## src/rtl/wb_regfile_scoreboard.sv

```systemverilog
`default_nettype none
// ============================================================================
// Module      : wb_regfile_scoreboard
// Description : Writeback-side integer register file with two combinational
//               decode read ports, same-cycle write-to-read bypass, a load
//               scoreboard producing decode stall, and a commit counter.
// Revision    : 1.0 - initial release
// ============================================================================
module wb_regfile_scoreboard #(
    parameter int XLEN = 64,
    parameter int NREG = 32,
    parameter int AW   = $clog2(NREG),
    parameter int CNTW = 32
) (
    input  logic            clk,
    input  logic            rst_n,
    input  logic            wb_en_i,
    input  logic [AW-1:0]   wb_rd_i,
    input  logic [XLEN-1:0] wb_data_i,
    input  logic [AW-1:0]   rs1_addr_i,
    input  logic [AW-1:0]   rs2_addr_i,
    output logic [XLEN-1:0] rs1_data_o,
    output logic [XLEN-1:0] rs2_data_o,
    input  logic            issue_en_i,
    input  logic            issue_is_load_i,
    input  logic [AW-1:0]   issue_rd_i,
    input  logic            flush_i,
    output logic            rs1_busy_o,
    output logic            rs2_busy_o,
    output logic            stall_o,
    output logic [CNTW-1:0] wb_count_o
);

    // Architectural state; entry 0 is held at zero and never written.
    logic [XLEN-1:0] regs_q [NREG];
    logic [NREG-1:0] pending_q;
    logic [NREG-1:0] pending_d;
    logic [CNTW-1:0] wb_count_q;
    logic [CNTW-1:0] wb_count_d;

    // A write is architecturally visible only when it targets x1..x31.
    logic w_wb_commit;
    logic w_issue_set;

    assign w_wb_commit = wb_en_i && (wb_rd_i != '0);
    assign w_issue_set = issue_en_i && issue_is_load_i && (issue_rd_i != '0);

    // Register file storage: commit the writeback value on each valid write.
    always_ff @(posedge clk or negedge rst_n) begin
        if (!rst_n) begin
            for (int i = 0; i < NREG; i++) begin
                regs_q[i] <= '0;
            end
        end else if (w_wb_commit) begin
            regs_q[wb_rd_i] <= wb_data_i;
        end
    end

    // Scoreboard next state: flush dominates; a new load issue to the same
    // register as a writeback wins, since the younger load owns the register.
    always_comb begin
        pending_d = pending_q;
        if (flush_i) begin
            pending_d = '0;
        end else begin
            if (w_wb_commit) begin
                pending_d[wb_rd_i] = 1'b0;
            end
            if (w_issue_set) begin
                pending_d[issue_rd_i] = 1'b1;
            end
        end
        pending_d[0] = 1'b0;
    end

    // Commit counter next state; wraps naturally at 2^CNTW.
    always_comb begin
        wb_count_d = wb_count_q;
        if (w_wb_commit) begin
            wb_count_d = wb_count_q + 1'b1;
        end
    end

    // Scoreboard and counter state registers.
    always_ff @(posedge clk or negedge rst_n) begin
        if (!rst_n) begin
            pending_q  <= '0;
            wb_count_q <= '0;
        end else begin
            pending_q  <= pending_d;
            wb_count_q <= wb_count_d;
        end
    end

    // Read port 1: x0 reads zero, an in-flight writeback is forwarded.
    always_comb begin
        rs1_data_o = regs_q[rs1_addr_i];
        if (rs1_addr_i == '0) begin
            rs1_data_o = '0;
        end else if (wb_en_i && (wb_rd_i == rs1_addr_i)) begin
            rs1_data_o = wb_data_i;
        end
    end

    // Read port 2: same selection as port 1.
    always_comb begin
        rs2_data_o = regs_q[rs2_addr_i];
        if (rs2_addr_i == '0) begin
            rs2_data_o = '0;
        end else if (wb_en_i && (wb_rd_i == rs2_addr_i)) begin
            rs2_data_o = wb_data_i;
        end
    end

    // Hazard detect: a pending source is not busy when its load result is
    // being written back this very cycle, because the bypass supplies it.
    always_comb begin
        rs1_busy_o = (rs1_addr_i != '0) && pending_q[rs1_addr_i]
                     && !(wb_en_i && (wb_rd_i == rs1_addr_i));
        rs2_busy_o = (rs2_addr_i != '0) && pending_q[rs2_addr_i]
                     && !(wb_en_i && (wb_rd_i == rs2_addr_i));
        stall_o    = rs1_busy_o || rs2_busy_o;
    end

    assign wb_count_o = wb_count_q;

endmodule
`default_nettype wire

```

## config.mk

```make
export PLATFORM = sky130hd
export DESIGN_NAME = wb_regfile_scoreboard
export DESIGN_NICKNAME = d
export VERILOG_FILES = /design/src/rtl/wb_regfile_scoreboard.sv
export SDC_FILE = /design/constraint.sdc
export NUM_CORES = 2
export LEC_CHECK = 0
export BUFFER_PORTS_ARGS = -buffer_cell sky130_fd_sc_hd__buf_2
export CORE_MARGIN = 5
export CORE_UTILIZATION = 40
export CTS_CLUSTER_DIAMETER = 100
export DETAILED_ROUTE_END_ITERATION = 16
export SLEW_MARGIN = 20
export SYNTH_ARGS = -nofsm -noshare
export SYNTH_HDL_FRONTEND = slang
export SYNTH_SLANG_ARGS = --single-unit
```

## constraint.sdc

```tcl
create_clock -name clk -period 5.8 [get_ports clk]
set_input_delay 0.58 -clock clk [delete_from_list [all_inputs] [get_ports clk]]
set_output_delay 0.58 -clock clk [all_outputs]
set_load 0.05 [all_outputs]
```

Word level (Yosys, flattened, before mapping)

Cells that the tools add are included.

Register bits after elaboration: 2111
Input bits: 90
Logic and storage cells: 99

Add/subtract/negate cells: 1
Order comparisons: 10
Eq/ne operators: 2
Multiplexer cells: 25
Bitwise gates (word level): 6
Reduce and logical (&&, ||, !) cells: 21

Operators with widths:

| cell                                                        | number |
|---|---|
| bitwise mux 2048 bit                                        | 1 |
| binary-select mux 64 bit (select 5 bit)                     | 2 |
| 2-to-1 mux 64 bit                                           | 9 |
| demux 64 bit (select 5 bit)                                 | 1 |
| 2-to-1 mux 32 bit                                           | 4 |
| adder 32 x 1 -> 32 bit (second input constant)              | 1 |
| AND 32 bit                                                  | 1 |
| inverter 32 bit                                             | 1 |
| OR 32 bit                                                   | 1 |
| less-than comparator 5 x 6 -> 1 bit (second input constant) | 4 |
| nonzero test 5 bit                                          | 4 |
| >= comparator 6 bit (second input constant)                 | 3 |
| inverter 5 -> 6 bit                                         | 3 |
| logical AND 1 bit                                           | 12 |
| binary-select mux 1 bit (select 5 bit)                      | 2 |
| demux 1 bit (select 5 bit)                                  | 2 |
| equality test 5 bit                                         | 2 |
| >= comparator 5 x 1 -> 1 bit (second input constant)        | 2 |
| logical NOT 5 bit                                           | 2 |
| less-than comparator 6 x 1 -> 1 bit (second input constant) | 1 |
| 2-to-1 mux 1 bit                                            | 4 |
| logical NOT 1 bit                                           | 2 |
| logical OR 1 bit                                            | 1 |

Longest topological paths before layout

Word-level depth: 11
Gate-level depth with buffers: 10
Depth with buffers taken out: 6

Worst setup path before layout

OpenSTA, ideal clock, no wires.

Path kind: input to output
Start: input rs1_addr_i[2]
End: output rs1_data_o[61]
Arrival time: 3.377 ns
Path slack: 1.843 ns
Stages: 8
Path buffers: 4
Cell sequence: buf_2 buf_2 buf_1 clkbuf_1 nand2_1 a32oi_1 nor2_1 nor4_1

Longest elaborated chain between the ends: 6
Elaborated cells on any way between the ends: 9
Classes of those cells: 1 x eq/ne; 5 x mux; 1 x bitwise; 2 x reduce/logical

RTL lines:

| element                                              | line | source |
|---|---|---|
| from (decl)                                          | 20   | `input logic [AW-1:0] rs1_addr_i,` |
| inverter 5 -> 6 bit (implied by the code)            | 97   | `rs1_data_o = regs_q[rs1_addr_i];` |
| binary-select mux 64 bit (select 5 bit)              | 97   |  |
| 2-to-1 mux 64 bit (implied by the code) (2 in a row) | 97   |  |
| 2-to-1 mux 64 bit                                    | 100  | `end else if (wb_en_i && (wb_rd_i == rs1_addr_i)) begin` |
| 2-to-1 mux 64 bit (*)                                | 98   | `if (rs1_addr_i == '0) begin` |
| to (decl)                                            | 22   | `output logic [XLEN-1:0] rs1_data_o,` |

Every way passes the cells marked *; elsewhere a longest branch is shown, timed or not. The select of a mux whose other input is x is not followed.

Worst setup path in the final report

Start: input rs1_addr_i[1]
End: output rs1_data_o[2]

Same word-level chain as after synthesis.

==> flow_summary.yaml <==
detailed_routing:
  vias: 73600
  post_drt_wl_per_cell_um: 35.5
  antenna_left: 0
  viasPerCell: 6.60
  wl_met3_um: 38300
  wl_met2_um: 180000
  route.detailed.drc: 0
  highest_layer: "met5"
  first_pass_iters: 5
  drt_iter0_drc: 8122
  wl_um: 396000
  wl_met1_um: 160000
timing:
  fin_tns_setup_ns: 0
  worst_pin_slew_ns: 1.23
  finalClockSkew_ns: 0.0738
  drv_slew: 0
  finalCritPeriodShare: 0.780
  grt_setup_unrepaired: "false"
  finalSetupViolCount: 0
  relSlewSlack: 0.177
  fmax_mhz: 221
  final_hold_viol_count: 0
  min_period_ns: 4.53
  worst_slack_ns: 1.27
logic_synthesis:
  ys_seq_area_frac: 0.474
  synth_ff_type: "dfrtp_1"
  ys_seq_elements: 2111
  synth_xor_area_frac: 0.00322
  synth_cells: 7401
  ys_async_sr_fraction: 1.00
  syn_nets: 7492
  syn_avg_cell_area_um2: 15.1
  synthDistinctLibCells: 59
  synth_mux_area_frac: 0.419
  synth_fa_ha_area_frac: 0.000112
  syn_area_um2: 111000
  synth_edf_count: 0
  yosys.area_share.simple: 0.0225
  ys_warn_count: 0
  synth_top_family_by_area: "multiplexers"
  synth_compound_area_frac: 0.0458
setup_path:
  crit_required_ns: 5.22
  startpoint_type: "primary input"
  reg2reg_slack_ns: 3.57
  critPathArrivalTime_ns: 3.95
  startpoint: "rs1_addr_i[1]"
  cp_max_fo: 30
  end_kind: "primary output"
  rr_startpoint: "wb_count_o[0]"
  critical_path_class: "primary input to primary output"
floorplan:
  core-area_um2: 277000
  die_h_um: 538
  initial_utilization: 0.403
  fp.dieArea_um2: 289000
  rows: 193
  pin_count: 253
  die_width_um: 538
final_layout:
  utilization: 0.449
  nets: 7348
  final-seq-area_um2: 52800
  syn_to_final_growth_pct: 11.6
  fillers: 24300
  drive_gt1_frac: 0.529
  multi_input_area_um2: 55100
cts:
  clock_latency_ns: 0.92
  clock_sinks: 2111
  cts_max_path_buffers: 4
  cts_root_buf: "clkbuf_16"
  clk_pin_slew_ns: 0.06
  h-tree-depth: 4
  cts_resized: 0
  numCtsBuffers: 235
  cts_tree: "yes"
global_routing:
  antenna_found_initial: 35
  grt_overflow_total: 0
  grtUsageTotal: 0.270
  grt_pass1_wl_um: 567000
  grt_pass1_vias: 75500
  grt_max_degree: 177
placement:
  place_hpwl_um: 227000
  gp_congestion: 0.815
  preCtsSetupSlack_ns: 1.36
  portBuffers: 252
worst_hold_path:
  worstHoldStart: "issue_rd_i[4]"
  hp-class: "primary input to flip-flop"
flow_run:
  max-cap-violations: 0
power_and_ir_drop:
  power_density_nw_per_um2: 355
  leakage_nw: 53.1
  max-vdd-ir-drop_mv: 0.259
run_status:
  status: "completed"
==> worst max-delay path, stage by stage <==
cell,delay (ns)
buf_8,0.19
or2_1,0.55
nor4_4,0.89
o21bai_4,0.33
buf_4,0.51
a311oi_1,0.30
a22o_1,0.30
buf_2,0.21
==> cell usage after synthesis (12+ instances only) <==
cell      count  area share
o22ai_1     164      0.0092
dfrtp_1    2111        0.47
a32oi_1      32      0.0025
a21oi_1      47      0.0021
o21ai_0      33      0.0015
buf_1        14     0.00047
a211oi_1     41      0.0028
mux2i_1     138       0.012
a221o_1      12      0.0011
nor2b_1      24      0.0013
buf_2       303       0.014
mux2_2     1985        0.20
buf_4        69      0.0046
a22oi_1     157       0.011
nand2_1     221      0.0074
clkbuf_1    468       0.016
nor4_1       12     0.00067
xnor2_1      30      0.0024
mux4_2     1019        0.21
nand2b_1     20      0.0011
a311oi_1     37      0.0029
o221ai_1     19      0.0015
a22o_1       87      0.0068
nor2_1       78      0.0026
a211o_1      24      0.0019
nand3_1      71      0.0032
nor3_1       58      0.0026
==> per-layer routing <==
metal / up-vias / GRT usage
li1: 28500 / -
met1: 40300 / 0.371
met5: - / 0
met3: 848 / 0.0695
met2: 3850 / 0.414
met4: 14 / 0.102
==> path summary, 6_finish.rpt <==
check / to / depth (start not counted)
setup reg to reg: wb_count_o[31] / 5
min in group asynchronous: regs_q[2033] / 2
setup / recovery: rs1_data_o[2] / 8
max in group asynchronous: regs_q[857] / 3
hold / removal: pending_q[15] / 4
hold reg to reg: regs_q[2004] / 0
==> report_power, final <==
part           switching [mW]  total, mW  internal [mW]
Combinational            4.26       9.40           5.14
Clock                    6.42       15.3           8.89
Sequential               1.99       19.5           17.5
Total                    12.7       44.2           31.5
==> layout make-up <==
cell class | instances | area share
Antenna cell | 12 | 0.000241
Clock inverter | 70 | 0.00623
Sequential cell | 2111 | 0.425
Tap cell | 3705 | 0.0373
Clock buffer | 348 | 0.0566
Inverter | 10 | 0.000382
Multi-Input combinational cell | 4416 | 0.443
Timing Repair Buffer | 483 | 0.0320
==> flip-flops by register name (all words and copies together) (netlist names) <==
name        cells
pending_q      31
regs_q       2048
wb_count_o     32
==> cells in the final DEF, fill, tap and decap left out, types with 12 or more instances in the layout <==
cell type  count
a211o_1       24
a211oi_1      41
a21oi_1       47
a221o_1       12
a22o_1        87
a22oi_1      157
a311oi_1      33
a32oi_1       32
buf_12        70
buf_2        242
buf_4        159
bufinv_16     12
clkbuf_1      40
clkbuf_16    236
clkbuf_8      72
clkinv_2      42
dfrtp_1     2111
diode_2       12
mux2_2      1985
mux2i_1      138
mux4_2      1019
nand2_1      204
nand2_4       15
nand2b_1      19
nand3_1       69
nor2_1        64
nor2_4        19
nor2b_1       20
nor3_1        53
o21ai_0       32
o221ai_1      19
o22ai_1      164
xnor2_1       30
==> kinds of logic after synthesis <==
family / Yosys count
muxes: 3142
DFF: 2111
and+or+nand+nor: 540
buffers and inverters: 874
AOI/OAI and AO/OA: 692
xor gates and xnor gates: 41
adders and majority gates: 1
==> through the flow <==
step,hold slack [ns],total power [mW],instance area (um^2),std cells
floorplan,0.284,26.1,111000,7401
global placement,0.376,28.6,116000,10700
detailed placement,0.382,29.0,116000,10700
CTS,0.0557,44.3,124000,11100
global route,0.128,45.8,124000,11100
finish,0.112,44.2,124000,11200
==> timing repair <==
item                                   CTS  global route
endpoints found under the hold margin   72             0
buffers inserted                         0             0
hold buffers                             3             0
(Power assumes the default switching activity.)
